### config.mk
export PLATFORM = sky130hd
export DESIGN_NAME = pipeline_hazard_ctrl
export DESIGN_NICKNAME = d
export VERILOG_FILES = /design/src/rtl/pipeline_hazard_ctrl.sv
export SDC_FILE = /design/constraint.sdc
export NUM_CORES = 1
export LEC_CHECK = 0
export ABC_AREA = 0
export CELL_PAD_IN_SITES_DETAIL_PLACEMENT = 1
export CELL_PAD_IN_SITES_GLOBAL_PLACEMENT = 2
export CORE_MARGIN = 2
export CORE_UTILIZATION = 23
export CTS_CLUSTER_DIAMETER = 100
export DETAILED_ROUTE_END_ITERATION = 7
export HOLD_SLACK_MARGIN = 0.06
export PLACE_DENSITY = 0.83
export SLEW_MARGIN = 20
export SYNTH_ARGS = -nofsm -noshare
export SYNTH_HDL_FRONTEND = slang
export SYNTH_SLANG_ARGS = --single-unit
export TNS_END_PERCENT = 10
### constraint.sdc
create_clock -name clk_i -period 1.5 [get_ports clk_i]
set_clock_uncertainty 0.05 [all_clocks]
set_input_delay 0.3 -clock clk_i [delete_from_list [all_inputs] [get_ports clk_i]]
set_output_delay 0.3 -clock clk_i [all_outputs]
set_load 0.01 [all_outputs]
### src/rtl/pipeline_hazard_ctrl.sv
// Stall/flush sequencer for the 5-stage pipe: load-use bubble, dcache freeze with watchdog, branch flush; outputs are same-cycle combinational.
// A held dcache_stall_i freezes the whole pipe; PIPE_STALL_CNT_EN adds a saturating stalled-cycle counter (stall_cnt_o).
module pipeline_hazard_ctrl #(
  parameter int REG_W    = 5,
  parameter int WAIT_MAX = 256
`ifdef PIPE_STALL_CNT_EN
  ,
  parameter int CNT_W    = 16
`endif
) (
  input  logic             clk_i,
  input  logic             rst_i,
  input  logic [REG_W-1:0] id_rs_i,
  input  logic [REG_W-1:0] id_rt_i,
  input  logic             ex_memread_i,
  input  logic [REG_W-1:0] ex_rt_i,
  input  logic             dcache_stall_i,
  input  logic             branch_taken_i,
  output logic             pc_write_o,
  output logic             if_id_write_o,
  output logic             if_id_flush_o,
  output logic             id_ex_bubble_o,
  output logic             pipe_stall_o,
  output logic             timeout_o
`ifdef PIPE_STALL_CNT_EN
  ,
  output logic [CNT_W-1:0] stall_cnt_o
`endif
);

  localparam int WC_W = $clog2(WAIT_MAX);
  // wait_cnt holds the count of stall cycles already seen, so the last legal
  // MEM_WAIT stall cycle is the one where it reads WAIT_MAX-2.
  localparam logic [WC_W-1:0] WAIT_LAST = WC_W'(WAIT_MAX - 2);

  typedef enum logic [1:0] {
    RUN      = 2'd0,
    MEM_WAIT = 2'd1,
    ERR      = 2'd2
  } state_e;

  state_e            state_q, state_d;
  logic [WC_W-1:0]   wait_cnt_q, wait_cnt_d;
  logic              timeout_q, timeout_d;

  logic load_use;
  logic run_pc_write, run_if_id_write, run_flush, run_bubble;

  assign load_use = ex_memread_i && (ex_rt_i != '0) &&
                    ((ex_rt_i == id_rs_i) || (ex_rt_i == id_rt_i));

  // Hazard resolution when the dcache is not holding the pipe.
  always_comb begin
    run_pc_write    = 1'b1;
    run_if_id_write = 1'b1;
    run_flush       = 1'b0;
    run_bubble      = 1'b0;
    if (load_use) begin
      run_pc_write    = 1'b0;
      run_if_id_write = 1'b0;
      run_bubble      = 1'b1;
    end else if (branch_taken_i) begin
      run_flush = 1'b1;
    end
  end

  always_comb begin
    state_d        = state_q;
    wait_cnt_d     = wait_cnt_q;
    timeout_d      = timeout_q;
    pc_write_o     = run_pc_write;
    if_id_write_o  = run_if_id_write;
    if_id_flush_o  = run_flush;
    id_ex_bubble_o = run_bubble;
    pipe_stall_o   = 1'b0;
    if (rst_i) begin
      pc_write_o     = 1'b0;
      if_id_write_o  = 1'b0;
      if_id_flush_o  = 1'b0;
      id_ex_bubble_o = 1'b1;
    end else begin
      case (state_q)
        RUN: begin
          if (dcache_stall_i) begin
            pc_write_o     = 1'b0;
            if_id_write_o  = 1'b0;
            if_id_flush_o  = 1'b0;
            id_ex_bubble_o = 1'b0;
            pipe_stall_o   = 1'b1;
            state_d        = MEM_WAIT;
            wait_cnt_d     = WC_W'(1);
          end
        end
        MEM_WAIT: begin
          if (dcache_stall_i) begin
            pc_write_o     = 1'b0;
            if_id_write_o  = 1'b0;
            if_id_flush_o  = 1'b0;
            id_ex_bubble_o = 1'b0;
            pipe_stall_o   = 1'b1;
            wait_cnt_d     = wait_cnt_q + WC_W'(1);
            if (wait_cnt_q >= WAIT_LAST) begin
              state_d   = ERR;
              timeout_d = 1'b1;
            end
          end else begin
            state_d    = RUN;
            wait_cnt_d = '0;
          end
        end
        ERR: begin
          pc_write_o     = 1'b0;
          if_id_write_o  = 1'b0;
          if_id_flush_o  = 1'b0;
          id_ex_bubble_o = 1'b0;
          pipe_stall_o   = 1'b1;
        end
        default: begin
          state_d    = RUN;
          wait_cnt_d = '0;
        end
      endcase
    end
  end

  always_ff @(posedge clk_i or posedge rst_i) begin
    if (rst_i) begin
      state_q    <= RUN;
      wait_cnt_q <= '0;
      timeout_q  <= 1'b0;
    end else begin
      state_q    <= state_d;
      wait_cnt_q <= wait_cnt_d;
      timeout_q  <= timeout_d;
    end
  end

  assign timeout_o = timeout_q;

`ifdef PIPE_STALL_CNT_EN
  logic [CNT_W-1:0] stall_cnt_q, stall_cnt_d;

  always_comb begin
    stall_cnt_d = stall_cnt_q;
    if (!pc_write_o && (stall_cnt_q != '1)) begin
      stall_cnt_d = stall_cnt_q + CNT_W'(1);
    end
  end

  always_ff @(posedge clk_i or posedge rst_i) begin
    if (rst_i) begin
      stall_cnt_q <= '0;
    end else begin
      stall_cnt_q <= stall_cnt_d;
    end
  end

  assign stall_cnt_o = stall_cnt_q;
`endif

endmodule

==> metrics.txt <==
I/O pin cnt=26; Peak VDD IR=0.000487 V; Area Growth Syn to Fin=55.3%; largest family of logic cells by synthesized area=simple AND/OR/NAND/NOR gates; Cell Count, Final, Fillers Out=176; slowest stage delay, CP=520 ps; H-tree levels=1; GRT Overall Usage=0.138; CTS sink count=11; largest net degree at the start of global routing=14; sequential-to-total area share from yosys stat=0.354; Detailed Routing Iterations Pass 1=3; initial core utilization=0.237; Synth Net Count=112; global-route congestion overflow total=0; hpwl dp=1.89 mm; Final Cycle Share=1.22; ys async rst share=1.00; Final setup viols=7; Final min period=1830 ps; die width=62.2 um; Placed Cells=172; first-pass GRT wire length=4.30 mm; antenna cells=0; status=finished, violations left; Setup TNS=-1390 ps; Post-Synthesis Cells=90; number of setup buffers added after CTS=0; post-synthesis mux area share=0.0129; Hold WC Path Type=input pin to async pin; DRC=0; most frequent cell after synthesis=nand2_1; worst path cell trace=buf_6 > or4_4 > o21a_4 > a31o_1 > buf_2; normalized max-slew margin=0.779; Yosys reg bits=11; failing checks=negative setup slack; Synth area leader=dfrtp_1; EDFF count, synth=0; clk buf depth=2; WS Path Type=input pin to primary output; Final nets=153; Yosys Warn Count=0; vias per cell=4.60; layout cells sized above 1=0.346; compound-cell area share of the yosys netlist=0.201; Commonest cells post-synth=nand2_1 (12), dfrtp_1 (11), xnor2_1 (11); top cell type's share of synthesized area=0.354; worst slew pin tran=330 ps; post-route setup slack=-327 ps; Primary FF master, synth=dfrtp_1; synthesized area per cell=8.65 sq um; Placer Congestion=0.720; Port Buffer Count=25; CP Capture Type=primary output; full die area=3870 sq um; Synth area leaders=dfrtp_1 (35%), xnor2_1 (12%), nand2_1 (5.8%); Clock transition at path regs=70 ps; xor/xnor cell area share of the yosys netlist=0.124; vias in the first global route=899; drt first-iter violations=7; Fmax=547 MHz; CP required=1150 ps; Clock Latency Late Sink=270 ps; Clock Tree Root=clkbuf_4; Slowest-stage cell, CP=or4_4; DR WL/cell=13.7 um; final hold vios=0; Layout fillers=399; pwr/cell area=645 nW/um^2; via count=809; synth unique cells=30; startpoint type of the worst setup path=input pin; WP data arrival=1480 ps; Routed WL=2.41 mm; row cnt=21; Slew Viols, Final=0; CTS tree=done; Final ANT Viol Nets=0; simple-gate share of the synthesized area=0.232; RSZ-0062 raised after global routing=true; Tot Pwr=0.779 mW; LEAKAGE=0.534 nW; Post-Syn Area=778 sq um; dpl ws=-1130 ps; fraction of the mapped netlist area in adder cells=0.0322; Max-Cap Viols=0; antenna violations before repair=0; worst reg-to-reg setup slack=-60 ps; core area=3280 sq um; Die Height=62.2 um; CP Max Fanout=3; CTS buffer count=3
[routing by layer]
layer  GRT usage  share of wire  up-vias
met5           0              0        -
met4      0.0333         0.0096        0
met3      0.0399          0.050        4
met2       0.251           0.51       23
met1       0.159           0.43      384
li1            -              -      398
[cells by family after synthesis]
kind of cell / after synthesis
AND/OR/NAND/NOR: 35
AO/OA/AOI/OAI: 23
XOR/XNOR: 11
flip-flops: 11
buffers and inverters: 7
adder cells (fa/ha/maj): 2
multiplexers: 1
[cell type report]
| type | count | area [sq um] | share of cell area |
|---|---|---|---|
| sequential | 11 | 277 | 0.229 |
| multi-input combinational | 72 | 523 | 0.433 |
| timing repair buffer | 39 | 309 | 0.256 |
| clock buffer | 4 | 26.3 | 0.0217 |
| inverter | 4 | 16.3 | 0.0135 |
| tap | 46 | 57.6 | 0.0476 |
[stage by stage]
| step | utilization | hold WS, ps | cell area (sq um) |
|---|---|---|---|
| finish | 0.368 | 320 | 1210 |
| global route | 0.368 | 349 | 1210 |
| CTS | 0.361 | 325 | 1190 |
| detailed placement | 0.358 | 429 | 1180 |
| global placement | 0.358 | 407 | 1180 |
| floorplan | - | 45.2 | 782 |
[state kept, by name (all words and copies together), names as in the netlist]
signal and count:
state_q 2, timeout_o 1, wait_cnt_q 8
[report_power, final]
part	internal, mW	switching [mW]
clock	0.103	0.107
combinational	0.121	0.115
sequential	0.313	0.0201
[worst max-delay path: cells and delay by family]
family	cells	cell delay (ps)
AO/OA/AOI/OAI	2	420
buffers and inverters	2	220
AND/OR/NAND/NOR	1	520
[cell usage in the layout (no fill, tap or decap), drive strengths merged]
cell and n:
buf 22, dlygate4sd2 14, nand2 12, xnor2 11
dfrtp 11, a21oi 7, nor2 6, o21ai 6
nand3 5, clkbuf 5, or4 3, inv 3
o31ai 3, nand4 2, nor3 2, ha 2
clkdlybuf4s50 2, nor2b 1, clkinv 1, and3 1
mux2i 1, o211ai 1, or2b 1, a22o 1
a31oi 1, o22ai 1, o21a 1, a31o 1
a211oi 1, or3 1, nand2b 1
[what timing repair did]
item                       4_1_cts  5_1_grt
resized for setup               56        8
hold buffers                     0        0
pin swaps                       18        4
setup endpoints to repair        9        8
[path summary, 6_finish.rpt]
kind	startpoint	end	cells past startpoint
worst max-delay path	ex_rt_i[4]	id_ex_bubble_o	5
worst min-delay path	rst_i	wait_cnt_q[1]$_DFFE_PP0P_	4
worst max register to register	state_q[1]$_DFFE_PP0P_	wait_cnt_q[5]$_DFFE_PP0P_	5
worst min register to register	timeout_o$_DFFE_PP0P_	timeout_o$_DFFE_PP0P_	1
max in group asynchronous	rst_i	state_q[1]$_DFFE_PP0P_	4
min in group clk_i	timeout_o$_DFFE_PP0P_	timeout_o$_DFFE_PP0P_	1
Power figures use the tool's default switching activity.
